$ cat src/rtl/int_pkg.sv
// int_pkg: shared constants, types and helpers for the interrupt controller.
//   NUM_SRC          number of int_in bits (bit 0 belongs to sysctrl's sys_int)
//   SRC_*            source index constants
//   EDGE_MASK_DEF    default per-bit source mode (1 = rising edge, 0 = level)
//   MASK_RESET_DEF   default mask loaded at reset
//   prio_idx()       lowest-numbered set bit of a vector, 0 when empty
package int_pkg;

  localparam int NUM_SRC = 8;

  localparam int SRC_SYS   = 0;
  localparam int SRC_SDC   = 1;
  localparam int SRC_HID   = 2;
  localparam int SRC_PORT  = 3;
  localparam int SRC_RSVD4 = 4;
  localparam int SRC_RSVD5 = 5;
  localparam int SRC_RSVD6 = 6;
  localparam int SRC_RSVD7 = 7;

  localparam logic [NUM_SRC-1:0] EDGE_MASK_DEF  = 8'hFE;
  localparam logic [NUM_SRC-1:0] MASK_RESET_DEF = 8'hFE;

  typedef logic [NUM_SRC-1:0] int_vec_t;

  // Priority encoder: bit 1 wins over higher bits. Bit 0 is never driven
  // by this block, so an empty vector and "bit 0 only" both give 0.
  function automatic logic [2:0] prio_idx(input int_vec_t v);
    logic [2:0] r_idx;
    r_idx = 3'd0;
    for (int i = NUM_SRC - 1; i >= 1; i--) begin
      if (v[i]) r_idx = 3'(i);
    end
    return r_idx;
  endfunction

endpackage

$ cat src/rtl/int_src_slot.sv
// int_src_slot: state for one interrupt source.
//   clk        system clock
//   reset      synchronous active-high reset
//   src_evt    source event / level input
//   int_ack    acknowledge pulse for this source
//   pending    latched pending bit (before masking)
// Holds the edge-history bit, pending, deferred flag and hold-off counter.
// An ack clears pending and starts a hold-off; edges seen during the
// hold-off are remembered in deferred and released when it expires.
// Level sources are simply re-evaluated once the hold-off has ended.
module int_src_slot #(
  parameter bit IS_EDGE = 1'b1,
  parameter int HOLDOFF = 255
) (
  input  logic clk,
  input  logic reset,
  input  logic src_evt,
  input  logic int_ack,
  output logic pending
);

  localparam int CW = (HOLDOFF == 0) ? 1 : $clog2(HOLDOFF + 1);
  localparam logic [CW-1:0] HOLD_LOAD = CW'(HOLDOFF);

  logic          r_prev;
  logic          r_pending;
  logic          r_deferred;
  logic [CW-1:0] r_cnt;

  logic w_set;
  logic w_edge_set;

  assign w_set      = IS_EDGE ? (src_evt & ~r_prev) : src_evt;
  // Only edge sources are ever deferred; a level is sampled again later.
  assign w_edge_set = IS_EDGE & w_set;

  always_ff @(posedge clk) begin
    if (reset) begin
      r_prev     <= 1'b0;
      r_pending  <= 1'b0;
      r_deferred <= 1'b0;
      r_cnt      <= '0;
    end else begin
      r_prev <= src_evt;
      if (int_ack) begin
        // Ack wins over a coincident set, but an edge is not lost.
        r_pending <= 1'b0;
        r_cnt     <= HOLD_LOAD;
        if (w_edge_set) r_deferred <= 1'b1;
      end else if (r_cnt == '0) begin
        // With HOLDOFF=0 a deferred edge lands here one cycle after the ack.
        if (w_set || r_deferred) r_pending <= 1'b1;
        r_deferred <= 1'b0;
      end else begin
        r_cnt <= r_cnt - 1'b1;
        if (r_cnt == CW'(1)) begin
          // Hold-off expires this cycle: release anything remembered,
          // including an edge arriving on this very cycle.
          if (r_deferred || w_edge_set) r_pending <= 1'b1;
          r_deferred <= 1'b0;
        end else if (w_edge_set) begin
          r_deferred <= 1'b1;
        end
      end
    end
  end

  assign pending = r_pending;

endmodule

$ cat src/rtl/int_ctrl.sv
// int_ctrl: interrupt controller feeding sysctrl's int_in vector.
//   clk        system clock
//   reset      synchronous active-high reset
//   src_evt    [7:0] source events/levels (bit 0 ignored)
//   int_ack    [7:0] single-cycle acks from sysctrl (bit 0 ignored)
//   mask_we    mask write strobe
//   mask_data  [7:0] new mask (bit 0 ignored)
//   int_in     [7:0] registered masked pending vector, bit 0 always 0
//   irq_any    OR of int_in
//   irq_idx    [2:0] lowest-numbered set bit of int_in, 0 when none
// Sources 1..7 each get an int_src_slot; this level owns the mask and the
// registered outputs.
module int_ctrl
  import int_pkg::*;
#(
  parameter logic [7:0] EDGE_MASK  = EDGE_MASK_DEF,
  parameter logic [7:0] MASK_RESET = MASK_RESET_DEF,
  parameter int         HOLDOFF    = 255
) (
  input  logic       clk,
  input  logic       reset,
  input  logic [7:0] src_evt,
  input  logic [7:0] int_ack,
  input  logic       mask_we,
  input  logic [7:0] mask_data,
  output logic [7:0] int_in,
  output logic       irq_any,
  output logic [2:0] irq_idx
);

  int_vec_t   w_pending;
  int_vec_t   w_int_next;
  logic       w_unused_bits;

  int_vec_t   r_mask;
  int_vec_t   r_int_in;
  logic       r_irq_any;
  logic [2:0] r_irq_idx;

  // Bit 0 is sysctrl's own interrupt; nothing here drives it.
  assign w_pending[0]  = 1'b0;
  assign w_unused_bits = src_evt[0] ^ int_ack[0];

  generate
    for (genvar gi = 1; gi < NUM_SRC; gi++) begin : g_slot
      int_src_slot #(
        .IS_EDGE (EDGE_MASK[gi]),
        .HOLDOFF (HOLDOFF)
      ) u_slot (
        .clk     (clk),
        .reset   (reset),
        .src_evt (src_evt[gi]),
        .int_ack (int_ack[gi]),
        .pending (w_pending[gi])
      );
    end
  endgenerate

  assign w_int_next = w_pending & r_mask & 8'hFE;

  always_ff @(posedge clk) begin
    if (reset) begin
      r_mask    <= MASK_RESET & 8'hFE;
      r_int_in  <= '0;
      r_irq_any <= 1'b0;
      r_irq_idx <= 3'd0;
    end else begin
      if (mask_we) r_mask <= mask_data & 8'hFE;
      r_int_in  <= w_int_next;
      r_irq_any <= |w_int_next;
      r_irq_idx <= prio_idx(w_int_next);
    end
  end

  assign int_in  = r_int_in;
  assign irq_any = r_irq_any;
  assign irq_idx = r_irq_idx;

endmodule

$ cat config.mk
export PLATFORM = sky130hd
export DESIGN_NAME = int_ctrl
export DESIGN_NICKNAME = d
export VERILOG_FILES = /design/src/rtl/int_pkg.sv /design/src/rtl/int_src_slot.sv /design/src/rtl/int_ctrl.sv
export SDC_FILE = /design/constraint.sdc
export NUM_CORES = 1
export LEC_CHECK = 0
export BUFFER_PORTS_ARGS = -buffer_cell sky130_fd_sc_hd__buf_2
export CORE_ASPECT_RATIO = 0.7
export CORE_MARGIN = 10
export CORE_UTILIZATION = 40
export CTS_CLUSTER_DIAMETER = 40
export DETAILED_ROUTE_END_ITERATION = 16
export PLACE_DENSITY_LB_ADDON = 0.12
export SKIP_CTS_REPAIR_TIMING = 1
export SLEW_MARGIN = 40
export SYNTH_ARGS = -nofsm -noshare
export SYNTH_HDL_FRONTEND = slang
export SYNTH_HIERARCHICAL = 1
export SYNTH_SLANG_ARGS = --single-unit
$ cat constraint.sdc
create_clock -name clk -period 2.05 [get_ports clk]
set_input_delay 0.41 -clock clk [delete_from_list [all_inputs] [get_ports clk]]
set_output_delay 0.41 -clock clk [all_outputs]
set_load 0.01 [all_outputs]
Yosys cells after proc, flatten, opt, wreduce, memory -nomap -nowiden. Cells that the tools add are included.

Bits in registers: 96. Bits of input ports: 27. Output and inout bits: 12. Logic and storage cells: 172.

Add/sub/neg operators: 7. Equal/unequal tests: 14. Mux-type cells: 70. Bitwise gates (word level): 15. Reductions and logical operators: 31.

Operators with widths (number): 8-bit 2-to-1 mux (14); 8-bit by 1-bit == test with 1-bit output, second input constant (7); 8-bit zero test (7); 8-bit by 1-bit subtractor with 8-bit output, second input constant (7); 1-bit 2-to-1 mux (50); 2-bit OR reduction (8); 2-bit inequality test, second input constant (7); 2-bit nonzero test (7); 3-bit 2-to-1 mux (4); 8-bit AND (1); 1-bit AND (7); 1-bit logical OR (7); 1-bit NOT (7); 7-bit OR reduction (1); 2-bit 2-to-1 mux (2); 4-bit OR reduction (1).

Depth between registers and ports, before layout.
Word-level depth: 8. Mapped depth: 5. Depth with buffers taken out: 5.

Cells and area by module. The synthesis kept the hierarchy.

Modules (own cells, without submodules): int_src_slot (instances 7, cells an instance 61, area an instance 579.3 µm²); int_ctrl (instances 1, cells an instance 61, area an instance 636.9 µm²).

Worst setup path before layout. No wires, ideal clock.

Kind: register to register. From: register g_slot[1].u_slot.r_cnt[0]. To: register g_slot[1].u_slot.r_cnt[7]. Library setup time: 0.122 ns. Data arrival time: 1.361 ns. Required time: 1.928 ns. Path slack: 0.567 ns. Cell stages (with the launch flop): 6. Clock period less this slack: 1.483 ns. Path through: dfxtp_1 -> inv_1 -> ha_1 -> or3b_4 -> a311oi_1 -> nor2_1.

Cells in the longest elaborated chain, start to end: 3. Elaborated cells on any way between the ends: 5. Classes of those cells: 1 x add/sub; 1 x eq/ne; 2 x mux; 1 x reduce/logical.

RTL lines: start: declaration (line int_src_slot.sv:28) `logic [CW-1:0] r_cnt;`; start signal: assignment (line int_src_slot.sv:55) `r_cnt <= r_cnt - 1'b1;`; 8-bit by 1-bit subtractor with 8-bit output (line int_src_slot.sv:55); 8-bit 2-to-1 mux (line int_src_slot.sv:50) `end else if (r_cnt == '0) begin`; 8-bit 2-to-1 mux (line int_src_slot.sv:45) `if (int_ack) begin`.

Parallel ways exist; a longest one is shown, timed or not. The select of a mux whose other input is x is not followed. A chain may end at the register's enable or synchronous reset.

Worst setup path in the final report.
From: register g_slot[2].u_slot.r_cnt[0]. To: register g_slot[2].u_slot.r_cnt[1].

Cells in the longest elaborated chain, start to end: 3. Elaborated cells on any way between the ends: 5. Classes of those cells: 1 x add/sub; 1 x eq/ne; 2 x mux; 1 x reduce/logical.

RTL lines (line): start: declaration (int_src_slot.sv:28); start signal: assignment (int_src_slot.sv:55); 8-bit by 1-bit subtractor with 8-bit output (int_src_slot.sv:55); 8-bit 2-to-1 mux (int_src_slot.sv:50); 8-bit 2-to-1 mux (int_src_slot.sv:45).

Parallel ways exist; a longest one is shown, timed or not. The select of a mux whose other input is x is not followed.

==> results.sh <==
export IMPL_run_status="finished clean"
export IMPL_place_gp_congestion=0.820
export IMPL_dieArea_mm2=0.0165
export IMPL_wire_per_inst_um=15.4
export IMPL_hold_slack_ns=0.292
export IMPL_synth_enable_flop_cells=0
export IMPL_portBuffers=34
export IMPL_antenna_found_initial=0
export IMPL_dr_pass1_iters=5
export IMPL_ys_ff_latch=95
export IMPL_max_freq_mhz=599
export IMPL_period_needed_ns=1.67
export IMPL_async_flop_share=0
export IMPL_final_common_cell="dfxtp_1"
export IMPL_cts_tree="done"
export IMPL_grt_pass1_vias=3602
export IMPL_grt_pass1_wl_mm=18.0
export IMPL_slew_violations=0
export IMPL_ir_drop_mv=0.421
export IMPL_cp_max_fo=6
export IMPL_route_detailed_drc=0
export IMPL_fillers=1054
export IMPL_antenna_cells=0
export IMPL_required_ns=2.29
export IMPL_path_clk_slew_ns=0.07
export IMPL_die_h_um=111
export IMPL_end_kind="flop"
export IMPL_hold_path_class="primary input to flop"
export IMPL_wl_mm=10.4
export IMPL_ys_seq_area_frac=0.405
export IMPL_rsz0062_at_grt="false"
export IMPL_pin_count=39
export IMPL_critical_path_class="flop to flop"
export IMPL_drive_gt1_frac=0.203
export IMPL_syn_avg_cell_area_um2=9.61
export IMPL_most_common_layout_cells="dfxtp_1, inv_1, buf_2"
export IMPL_die_w_um=149
export IMPL_placed_cells=660
export IMPL_nets=559
export IMPL_cts_sinks=95
export IMPL_initial_core_util=0.417
export IMPL_detail_route_antenna_nets=0
export IMPL_htree_levels=3
export IMPL_hold_viol=0
export IMPL_max_cap_viol_count=0
export IMPL_fin_crit_sh=0.814
export IMPL_grt_use_total=0.129
export IMPL_synthCells=488
export IMPL_setup_viol=0
export IMPL_yosys_warnings=6
export IMPL_power_leakage_nw=2.04
export IMPL_core_area_mm2=0.0113
export IMPL_fin_area_mm2=0.00537
export IMPL_power_density_mw_per_mm2=882
export IMPL_start_kind="flop"
export IMPL_dpl_cell_area_mm2=0.00503
export IMPL_layoutNonFillerInstCount=676
export IMPL_num_vias=3890
export IMPL_dp_hpwl_mm=7.57
export IMPL_synth_cell_types=41
export IMPL_fin_worst_skew_ns=0.00604
export IMPL_clockBufferDepth=2
export IMPL_synth_area_mm2=0.00469
export IMPL_cts_buffers=9
export IMPL_first_iter_violations=193
export IMPL_avgViaCountPerCell=5.75
export IMPL_cts_root_buf="clkbuf_16"
export IMPL_row_count=32
export IMPL_clock_latency_ns=0.34
export IMPL_syn_to_final_growth_pct=14.5
export IMPL_grt_overflow_total=0
export IMPL_grt_start_max_net_pins=32
export IMPL_synthFlopType="dfxtp_1"
export IMPL_synth_fp_nets=529
export IMPL_setup_tns_ns=0
export IMPL_cp_arrival_ns=1.91
[report_power, final]
group | switching [mW] | internal [mW]
Clock | 0.695 | 1.22
Combinational | 0.344 | 0.292
Sequential | 0.208 | 1.98
Total | 1.25 | 3.49
[metal layers]
| metal | track usage | share of wire | vias to the layer above |
|---|---|---|---|
| li1 | - | - | 1926 |
| met1 | 0.184 | 0.51 | 1885 |
| met2 | 0.181 | 0.44 | 71 |
| met3 | 0.0391 | 0.048 | 8 |
| met4 | 0.0357 | 0.0074 | 0 |
| met5 | 0 | 0 | - |
[cells in the mapped netlist (2+ instances only)]
cell type   n  area, µm²
a211oi_1   14        105
a21o_1      7       52.6
a21oi_1    21        105
a22oi_1     2       15.0
a311oi_1   14        123
a31oi_1    29        181
a41o_1      7       70.1
a41oi_1     8       70.1
and3_2      2       15.0
buf_2       3       15.0
clkbuf_1   14       52.6
dfxtp_1    95       1900
ha_1       14        175
inv_1      50        188
mux2i_1     7       70.1
nand2_1    19       71.3
nand2b_1   14       87.6
nand3_1     8       40.0
nor2_1     25       93.8
nor2b_1    14       87.6
nor3_1      7       35.0
nor3b_1     7       52.6
nor4_2     21        263
nor4_4      7        149
o2111ai_1  14        123
o211ai_1    7       52.6
o21bai_1    7       52.6
o31ai_1    14        105
o41ai_1     7       61.3
or2_2       7       43.8
or3b_4      7       78.8
or4_4       7       78.8
[flip-flops by register name (all words and copies together) (netlist names)]
| signal | cells |
|---|---|
| g_slot.u_slot/pending | 7 |
| g_slot.u_slot/r_cnt | 56 |
| g_slot.u_slot/r_deferred | 7 |
| g_slot.u_slot/r_prev | 7 |
| int_in | 7 |
| irq_any | 1 |
| irq_idx | 3 |
| r_mask | 7 |
[final timing paths]
path / startpoint / slack [ns] / endpoint / cells past startpoint
setup reg to reg: g_slot[2].u_slot/r_cnt[0] / 0.38 / g_slot[2].u_slot/r_cnt[1] / 5
hold / removal: src_evt[6] / 0.29 / g_slot[6].u_slot/r_prev / 2
hold reg to reg: r_mask[6] / 0.47 / int_in[6] / 2
setup / recovery: g_slot[2].u_slot/r_cnt[0] / 0.38 / g_slot[2].u_slot/r_cnt[1] / 5
[per-stage QoR]
stage          setup WS (ns)   util  total power, mW
2_1_floorplan          0.567      -             2.68
3_3_place_gp           0.437  0.447             2.84
3_5_place_dp           0.402  0.447             2.85
4_1_cts                0.386  0.478             4.79
5_1_grt                0.237  0.478             4.98
6_report               0.382  0.478             4.74
[critical path, cell delays in order (launching register included)]
cell      delay (ns)
dfxtp_1         0.38
inv_1           0.11
ha_1            0.24
nor3b_1         0.41
nand2_1         0.15
a311oi_1        0.29
[area by class of cell]
| cell class | count | area, µm² | share of cell area |
|---|---|---|---|
| Timing Repair Buffer | 37 | 218 | 0.0405 |
| Sequential cell | 95 | 1900 | 0.354 |
| Inverter | 50 | 188 | 0.0349 |
| Clock inverter | 6 | 108 | 0.0200 |
| Multi-Input combinational cell | 325 | 2530 | 0.470 |
| Tap cell | 153 | 191 | 0.0356 |
| Clock buffer | 10 | 239 | 0.0445 |
[logic make-up (layout without fill, tap and decap cells)]
| family | after synthesis | after routing | synth area share |
|---|---|---|---|
| AOI/OAI and AO/OA | 155 | 155 | 0.246 |
| adders and majority gates | 14 | 14 | 0.0373 |
| buffers and inverters | 68 | 103 | 0.0560 |
| DFF | 95 | 95 | 0.405 |
| muxes | 7 | 7 | 0.0149 |
| other | 1 | 1 | 0.000799 |
| and+or+nand+nor | 148 | 148 | 0.239 |
(Power assumes the default switching activity.)
